### config.mk
export PLATFORM = sky130hd
export DESIGN_NAME = seg_capture
export DESIGN_NICKNAME = d
export VERILOG_FILES = /design/src/rtl/seg_capture.sv
export SDC_FILE = /design/constraint.sdc
export NUM_CORES = 1
export LEC_CHECK = 0
export ABC_AREA = 1
export BUFFER_PORTS_ARGS = -buffer_cell sky130_fd_sc_hd__buf_4
export CORE_MARGIN = 3
export CORE_UTILIZATION = 45
export DETAILED_ROUTE_END_ITERATION = 6
export SLEW_MARGIN = 20
export SYNTH_ARGS = -nofsm -noshare
export SYNTH_HDL_FRONTEND = slang
export SYNTH_SLANG_ARGS = --single-unit
### constraint.sdc
create_clock -name clk -period 4.28 [get_ports clk]
set_input_delay 0.642 -clock clk [delete_from_list [all_inputs] [get_ports clk]]
set_output_delay 0.642 -clock clk [all_outputs]
set_load 0.05 [all_outputs]
### src/rtl/seg_capture.sv
`default_nettype none
// ============================================================================
//  Module      : seg_capture
//  Description : Receive-side monitor for a multiplexed 4-digit, active-low
//                7-segment display (an/seg). Decodes each stable digit
//                activation back to a hex nibble or dash and rebuilds the
//                displayed 16-bit value once all four positions are seen.
//  Ports       : clk         - system clock (display driver domain)
//                rst_n       - asynchronous active-low reset
//                an[3:0]     - digit enables, active-low, bit0 = LS digit
//                seg[6:0]    - segment pattern, active-low
//                clr_err     - synchronous clear of sticky error flags
//                digits      - last complete frame, digit i in [4i+3:4i]
//                is_number   - 1 = last frame was hex digits, 0 = dashes
//                frame_vld   - one-cycle pulse when digits/is_number update
//                digit_seen  - positions captured in the pending frame
//                code_err    - sticky: bad pattern or dash/digit mix
//                an_err      - sticky: more than one an bit low at once
//  Revision    : 1.0 - initial release
// ============================================================================
module seg_capture #(
    parameter int STABLE_CYCLES = 16
) (
    input  logic        clk,
    input  logic        rst_n,
    input  logic [3:0]  an,
    input  logic [6:0]  seg,
    input  logic        clr_err,
    output logic [15:0] digits,
    output logic        is_number,
    output logic        frame_vld,
    output logic [3:0]  digit_seen,
    output logic        code_err,
    output logic        an_err
);

    // Counter value just before the capture point: the increment that takes
    // the counter to STABLE_CYCLES-1 is the capture cycle.
    localparam logic [15:0] C_CAP_CNT = 16'(STABLE_CYCLES - 2);
    localparam logic [15:0] C_CNT_MAX = 16'hffff;

    // ------------------------------------------------------------------
    // Registered state
    // ------------------------------------------------------------------
    logic [3:0]  r_a_q;        // registered an
    logic [6:0]  r_s_q;        // registered seg
    logic [3:0]  r_a_p;        // previous r_a_q
    logic [6:0]  r_s_p;        // previous r_s_q
    logic [15:0] r_cnt;        // stability counter
    logic [15:0] r_pend_nib;   // pending frame nibbles
    logic [3:0]  r_pend_dash;  // pending frame dash flags
    logic [3:0]  r_seen;       // positions captured in pending frame
    logic        r_done;       // pending frame complete, commit next cycle
    logic [15:0] r_digits;
    logic        r_is_number;
    logic        r_frame_vld;
    logic        r_code_err;
    logic        r_an_err;

    // ------------------------------------------------------------------
    // Combinational decisions on the registered pin samples
    // ------------------------------------------------------------------
    logic [2:0]  w_low_cnt;
    logic        w_single;
    logic        w_multi;
    logic        w_same;
    logic        w_inc;
    logic        w_hit;
    logic [3:0]  w_pos;
    logic [3:0]  w_nib;
    logic        w_dash;
    logic        w_valid;
    logic        w_capture;
    logic        w_bad_code;
    logic        w_mixed;
    logic [3:0]  w_seen_base;
    logic [3:0]  w_seen_next;

    assign w_low_cnt = 3'($countones(~r_a_q));
    assign w_single  = (w_low_cnt == 3'd1);
    assign w_multi   = (w_low_cnt >= 3'd2);
    assign w_same    = ({r_a_q, r_s_q} == {r_a_p, r_s_p});
    assign w_inc     = w_single && w_same;
    // Only the increment out of C_CAP_CNT fires, so a long hold captures once.
    assign w_hit     = w_inc && (r_cnt == C_CAP_CNT);
    assign w_pos     = ~r_a_q;

    always_comb begin
        w_nib   = 4'h0;
        w_dash  = 1'b0;
        w_valid = 1'b1;
        case (r_s_q)
            7'h40:   w_nib = 4'h0;
            7'h79:   w_nib = 4'h1;
            7'h24:   w_nib = 4'h2;
            7'h30:   w_nib = 4'h3;
            7'h19:   w_nib = 4'h4;
            7'h12:   w_nib = 4'h5;
            7'h02:   w_nib = 4'h6;
            7'h78:   w_nib = 4'h7;
            7'h00:   w_nib = 4'h8;
            7'h10:   w_nib = 4'h9;
            7'h08:   w_nib = 4'ha;
            7'h03:   w_nib = 4'hb;
            7'h46:   w_nib = 4'hc;
            7'h21:   w_nib = 4'hd;
            7'h06:   w_nib = 4'he;
            7'h0e:   w_nib = 4'hf;
            7'h3f:   w_dash = 1'b1;
            default: w_valid = 1'b0;
        endcase
    end

    assign w_capture  = w_hit && w_valid;
    assign w_bad_code = w_hit && !w_valid;
    // A frame that is neither all-dash nor dash-free is inconsistent.
    assign w_mixed    = r_done && (r_pend_dash != 4'h0) && (r_pend_dash != 4'hf);

    // On the commit cycle the pending frame restarts from empty.
    assign w_seen_base = r_done ? 4'h0 : r_seen;
    assign w_seen_next = w_capture ? (w_seen_base | w_pos) : w_seen_base;

    // ------------------------------------------------------------------
    // Sequential logic
    // ------------------------------------------------------------------
    always_ff @(posedge clk or negedge rst_n) begin
        if (!rst_n) begin
            r_a_q       <= 4'hf;
            r_s_q       <= 7'h7f;
            r_a_p       <= 4'hf;
            r_s_p       <= 7'h7f;
            r_cnt       <= 16'h0000;
            r_pend_nib  <= 16'h0000;
            r_pend_dash <= 4'h0;
            r_seen      <= 4'h0;
            r_done      <= 1'b0;
            r_digits    <= 16'h0000;
            r_is_number <= 1'b0;
            r_frame_vld <= 1'b0;
            r_code_err  <= 1'b0;
            r_an_err    <= 1'b0;
        end else begin
            r_a_q <= an;
            r_s_q <= seg;
            r_a_p <= r_a_q;
            r_s_p <= r_s_q;

            if (w_inc) begin
                if (r_cnt != C_CNT_MAX) begin
                    r_cnt <= r_cnt + 16'd1;
                end
            end else begin
                r_cnt <= 16'h0000;
            end

            if (w_capture) begin
                for (int i = 0; i < 4; i++) begin
                    if (w_pos[i]) begin
                        r_pend_nib[4*i +: 4] <= w_nib;
                        r_pend_dash[i]       <= w_dash;
                    end
                end
            end

            r_seen      <= (w_capture && (w_seen_next == 4'hf)) ? 4'hf : w_seen_next;
            r_done      <= w_capture && (w_seen_next == 4'hf);
            r_frame_vld <= r_done;

            if (r_done) begin
                r_digits    <= r_pend_nib;
                r_is_number <= (r_pend_dash == 4'h0);
            end

            // Clear first, then OR in new errors so a same-cycle error wins.
            r_code_err <= (r_code_err & ~clr_err) | w_bad_code | w_mixed;
            r_an_err   <= (r_an_err & ~clr_err) | w_multi;
        end
    end

    assign digits     = r_digits;
    assign is_number  = r_is_number;
    assign frame_vld  = r_frame_vld;
    assign digit_seen = r_seen;
    assign code_err   = r_code_err;
    assign an_err     = r_an_err;

endmodule
`default_nettype wire

# ---- Yosys cells after proc, flatten, opt, wreduce, memory -nomap -nowiden
# Index checks and enable logic that the tools add are counted.
dict set report word_totals {
  ramBits 0
  rom_bits 0
  register_bits 83
  latch_bits 0
  out_inout_bits 24
  n_memories 0
  in_bits 14
  word_cells 80
}
dict set report op_classes {
  shifts 0
  n_mux 8
  div 0
  n_reduce_logical 16
  n_eq_ne 23
  magnitude_cmp 1
  addsub 4
  n_bitwise 8
  multipliers 0
}
# operator count
set ops {}
lappend ops {{$pmux 4 s15} 1}
lappend ops {{$mux 16} 2}
lappend ops {{$eq 7x6->1 const B} 4}
lappend ops {{$eq 7x7->1 const B} 4}
lappend ops {{$eq 7x5->1 const B} 3}
lappend ops {{$reduce_or 17->1} 1}
lappend ops {{$add 16x1->16 const B} 1}
lappend ops {{$eq 16x4->1 const B} 1}
lappend ops {{$ne 16x16->1 const B} 1}
lappend ops {{$eq 7x2->1 const B} 2}
lappend ops {{$eq 7x4->1 const B} 2}
lappend ops {{$mux 4} 3}
lappend ops {{$eq 11x11->1} 1}
lappend ops {{$reduce_and 2->1} 4}
lappend ops {{$eq 7x3->1 const B} 1}
lappend ops {{$logic_and 1x1->1} 7}
lappend ops {{$logic_not 7->1} 1}
lappend ops {{$add 1x1->2} 2}
lappend ops {{$eq 4x4->1 const B} 1}
lappend ops {{$logic_not 4->1} 1}
lappend ops {{$ne 4x4->1 const B} 1}
lappend ops {{$not 4->4} 1}
lappend ops {{$or 4x4->4} 1}
lappend ops {{$reduce_bool 4->1} 1}
lappend ops {{9 further kinds} 13}

# ---- Longest topological paths before layout
dict set report logic_depth {
  word_depth 11
  mapped_depth 17
  depth_no_buf 16
}

# ---- Worst setup path before layout
# OpenSTA, ideal clock, no wires.
dict set report synth_timing {
  kind {register to register}
  start {register r_a_q[3]}
  end {register r_pend_nib[15]}
  required_time_ps 4140
  stages_incl_launch_ff 18
  setup_time_ps 140
  t_arrival_ps 2566
  path_slack_ps 1575
  synth_period_minus_slack_ps 2705
  path_buffers 1
  path_cell_list {dfstp_2 fa_1 inv_1 ha_1 inv_1 ha_1 inv_1 nand3_1 inv_1 nand2_1 nor2_1 nand3_4 nor2_4 and2_4 nand2_2 buf_6 nand2_2 o21ai_2}
}
dict set report synth_via {
  elab_chain_cells 8
  word_cells_on_any_way 9
  classes_between {add/sub: 2; eq/ne: 2; bitwise: 1; reduce/logical: 4}
}
# item line_no
set synth_lines {}
lappend synth_lines {{start, declared} 45} ;# logic [3:0] r_a_q;
lappend synth_lines {{start signal, assigned} 143} ;# r_a_q <= an;
lappend synth_lines {{$not 4->4} {79, 86}}
lappend synth_lines {{$add 1x1->2 (not written as such)} 79} ;# assign w_low_cnt = 3'($countones(~r_a_q));
lappend synth_lines {{$add 2x2->3 (not written as such)} 79}
lappend synth_lines {{$eq 3x1->1} 80} ;# assign w_single = (w_low_cnt == 3'd1);
lappend synth_lines {{$logic_and 1x1->1} 83} ;# assign w_inc = w_single && w_same;
lappend synth_lines {{$logic_and 1x1->1} 85} ;# assign w_hit = w_inc && (r_cnt == C_CAP_CNT);
lappend synth_lines {{$logic_and 1x1->1} 114} ;# assign w_capture = w_hit && w_valid;
lappend synth_lines {{$reduce_and 2->1 (no source line) (*)} n/a}
lappend synth_lines {{end signal, assigned by index} 159} ;# r_pend_nib[4*i +: 4] <= w_nib;
lappend synth_lines {{end, declared} 50} ;# logic [15:0] r_pend_nib;
# Every way passes the cells marked *; elsewhere a longest branch is shown, timed or not.
# A chain may end at the register's enable or synchronous reset.

# ---- Final worst setup path
dict set report layout_timing {
  start {register r_a_q[3]}
  end {register r_done}
}
dict set report layout_via {
  elab_chain_cells 10
  word_cells_on_any_way 12
  classes_between {add/sub: 2; eq/ne: 3; mux: 1; bitwise: 2; reduce/logical: 4}
}
# item line_no
set layout_lines {}
lappend layout_lines {{$not 4->4} {79, 86}}
lappend layout_lines {{$add 1x1->2 (not written as such)} 79}
lappend layout_lines {{$add 2x2->3 (not written as such)} 79}
lappend layout_lines {{$eq 3x1->1} 80}
lappend layout_lines {{$logic_and 1x1->1} 83}
lappend layout_lines {{$logic_and 1x1->1} 85}
lappend layout_lines {{$logic_and 1x1->1} 114}
lappend layout_lines {{$mux 4} 121} ;# assign w_seen_next = w_capture ? (w_seen_base | w_pos) : w_seen_base;
lappend layout_lines {{$eq 4x4->1} 166} ;# r_done <= w_capture && (w_seen_next == 4'hf);
lappend layout_lines {{$logic_and 1x1->1 (*)} 166}
lappend layout_lines {{end signal, assigned} 166}
lappend layout_lines {{end, declared} 53} ;# logic r_done;
# Marks and branches as above.

==> results.md <==
- Synth Area in XOR/XNOR: 0.00672
- RSZ-0062 raised after global routing: false
- Post-Synth Simple-Gate Area: 0.287
- Crit Path Max Fanout: 11
- EDFF count, synth: 0
- Reg-to-reg slack, setup: around 1.2 ns
- CTS tree: yes
- Hold Crit Class: primary input to async pin
- Die width: 99.2 µm
- Synth top area share: 0.390
- I/O pin total: 38
- Worst setup path start: r_a_q[3]
- CP Launch Type: flop
- Reg2Reg Depth: 16
- Post-route clock period utilization: 0.715
- Crit path DAT: 3.36 ns
- Relative slew margins: 0.402
- Core outline area: 8340 µm²
- Max stage delay cell, worst path: dfstp_2
- TritonCTS buffer count: 9
- Routed WL: between 7000 and 8000 µm
- Synth area leaders: dfrtp_1, dfstp_2, nand2_1, inv_1, nor2_1
- All-Layer GR Usage: 0.172
- Post-route ant nets: 0
- Status: complete, no violations
- Placed Area: 4280 µm²
- Max Slew Vio Count: 0
- Worst setup EP type: flop
- WL per Instance: 12.6 µm
- FF-to-FF End: r_done
- Fin area: 4490 µm²
- Most common library cells after synthesis: nand2_1, dfrtp_1, inv_1
- Post-route setup TNS: 0 ns
- P_leak: roughly 2.2 nW
- Max-cap violation count: 0
- CTS resizes: 0
- Crit path cell chain: fa_1 > inv_1 > ha_1 > inv_1 > ha_1 > inv_1 > nand3_1 > inv_1 > nand2_1 > nor2_1 > nand3_4 > nor2_4 > nand3_1 > nand2_1 > nand3_1 > nor2_1
- Pre-Repair DR Iteration Count: 4
- WP data required: 4.58 ns
- DP HPWL: around 5600 µm
- First-pass GRT wire length: 13500 µm
- Synth async-reset ratio: 1.00
- CTS HTree Levels: 3
- Grt total ovfl: 0
- Compound-cell area share of the yosys netlist: 0.0761
- Seq/Total Area, Yosys: 0.538
- Clock sinks: 83
- Flop and latch count out of synthesis: 83
- Initial Util: 0.469
- Ys flop type: dfrtp_1
- Crit path top cell by count: inv_1
- Adder-cell share of the synthesized area: 0.0211
- Vias: 3007
- Power per Cell Area: 339 nW/µm²
- Worst Setup EP: r_done
- Syn Nets: approximately 500
- Post-layout min period: 3.06 ns
- Longest Clk Path Bufs: 2
- Final setup violation count: 0
- Syn_area_per_cell: 8.34 µm²
- Total power: 1.52 mW
- Via density per instance: 4.86
- Hold Violations, Final: 0
- Peak Freq: about 330 MHz
- Worst r2r src: r_a_q[3]
- Row count: 33
- Distinct cells, synth: 38
- Hold Buf Count CTS: 0
- Post-CTS Setup Inserts: 0
- WS Path Type: flop to flop
- Syn-to-layout area delta: 14.9%
- Initial drt markers: 81
- Antenna violations before repair: 0
- Final Util: 0.539
- Yosys top cell by area: dfrtp_1
- CTS clock-pin slew for the worst setup and hold paths: 0.09 ns
- Multiplexer area fraction after synthesis: 0
- Max IR drop VDD: ~0.00019 V
- Nets@finish: between 500 and 600
- Final GP Congestion: a little under 0.9
- Worst Tran Pin Value: 0.888 ns
- Clock Skews: approximately 0.012 ns
- DRC viols: 0
- Post-synthesis cell count: 469
- Worst skew pair latency: 0.37 ns
- Main combinational cell family by area after synthesis: simple AND/OR/NAND/NOR gates
- Count leader, synth: nand2_1
- Clk root buf: clkbuf_8
- Die height: slightly below 100 µm
- Layout cells sized above 1: 0.214
- Critical Path Max Stage Delay: 0.58 ns
- Largest net degree at the start of global routing: 84
- Number of global-route vias before repair: 2893
- Die footprint: 9850 µm²
- Ys Warns: 0
- ANT cells: 0
- Post-Syn Area: ~3900 µm²
- IO Port Bufs: 37
## per-stage QoR
stage / hold WS, ns / instances / setup slack, ns
floorplan: 0.346 / 469 / 1.57
global placement: 0.362 / 603 / 1.30
CTS: 0.363 / 619 / 1.19
finish: 0.266 / 619 / 1.22
detailed placement: 0.372 / 603 / 1.20
global route: 0.354 / 619 / 0.879
## critical path, delay by kind of cell, from the launching register on
family                   cells  cell delay (ns)
adder cells (fa/ha/maj)      3             0.82
buffers and inverters        4             0.23
flip-flops                   1             0.58
AND/OR/NAND/NOR              9             1.35
## final cells by class
| cell class | count | area, µm² |
|---|---|---|
| clock buffers | 11 | 131 |
| fillers | 800 | 3850 |
| multi-input cells | 315 | 1530 |
| well taps | 105 | 131 |
| clock inverters | 5 | 78.8 |
| inverters | 63 | 236 |
| repair buffers | 37 | 282 |
| flip-flops and latches | 83 | 2100 |
## flip-flops by register name, indices dropped and copies added, names as in the netlist
register / count
frame_vld: 1
r_a_q: 4
r_pend_dash: 4
an_err: 1
code_err: 1
r_a_p: 4
r_s_p: 7
r_cnt: 16
is_number: 1
r_done: 1
r_s_q: 7
digit_seen: 4
digits: 16
r_pend_nib: 16
## worst min-delay path by stage
stage,from,end
after global routing,rst_n,digits[7]
after CTS,seg[4],r_s_q[4]
after global placement,r_a_q[2],r_a_p[2]
after detailed placement,r_a_q[2],r_a_p[2]
after floorplan,rst_n,an_err
final,rst_n,digits[6]
## where the power goes
part / switching, mW / total, mW / internal (mW)
combinational: 0.0592 / 0.0889 / 0.0297
sequential: 0.0126 / 0.817 / 0.804
clock: 0.287 / 0.616 / 0.328
total: 0.359 / 1.52 / 1.16
## kinds of logic after synthesis
group / count (synthesis)
compound gates: 49
xor+xnor: 3
fa+ha+maj: 6
buf+inv: 71
flops: 83
simple gates: 257
## per-layer routing
| layer | GRT usage | part of all wire |
|---|---|---|
| met5 | 0 | 0 |
| met4 | 0.0819 | 0.020 |
| met3 | 0.0252 | 0.036 |
| met2 | 0.265 | 0.46 |
| met1 | 0.240 | 0.48 |
## placed cells by master, fill, tap and decap left out, drive strengths merged, types with 3 or more instances in the layout
| master | instances |
|---|---|
| nor2 | 59 |
| a31oi | 3 |
| inv | 59 |
| nand3 | 21 |
| xnor2 | 3 |
| o21ai | 29 |
| a21oi | 7 |
| nand2 | 157 |
| dfrtp | 61 |
| nand4 | 7 |
| clkinv | 7 |
| dfstp | 22 |
| nor3 | 7 |
| buf | 37 |
| clkbuf | 11 |
| ha | 5 |
(Power assumes the default switching activity.)
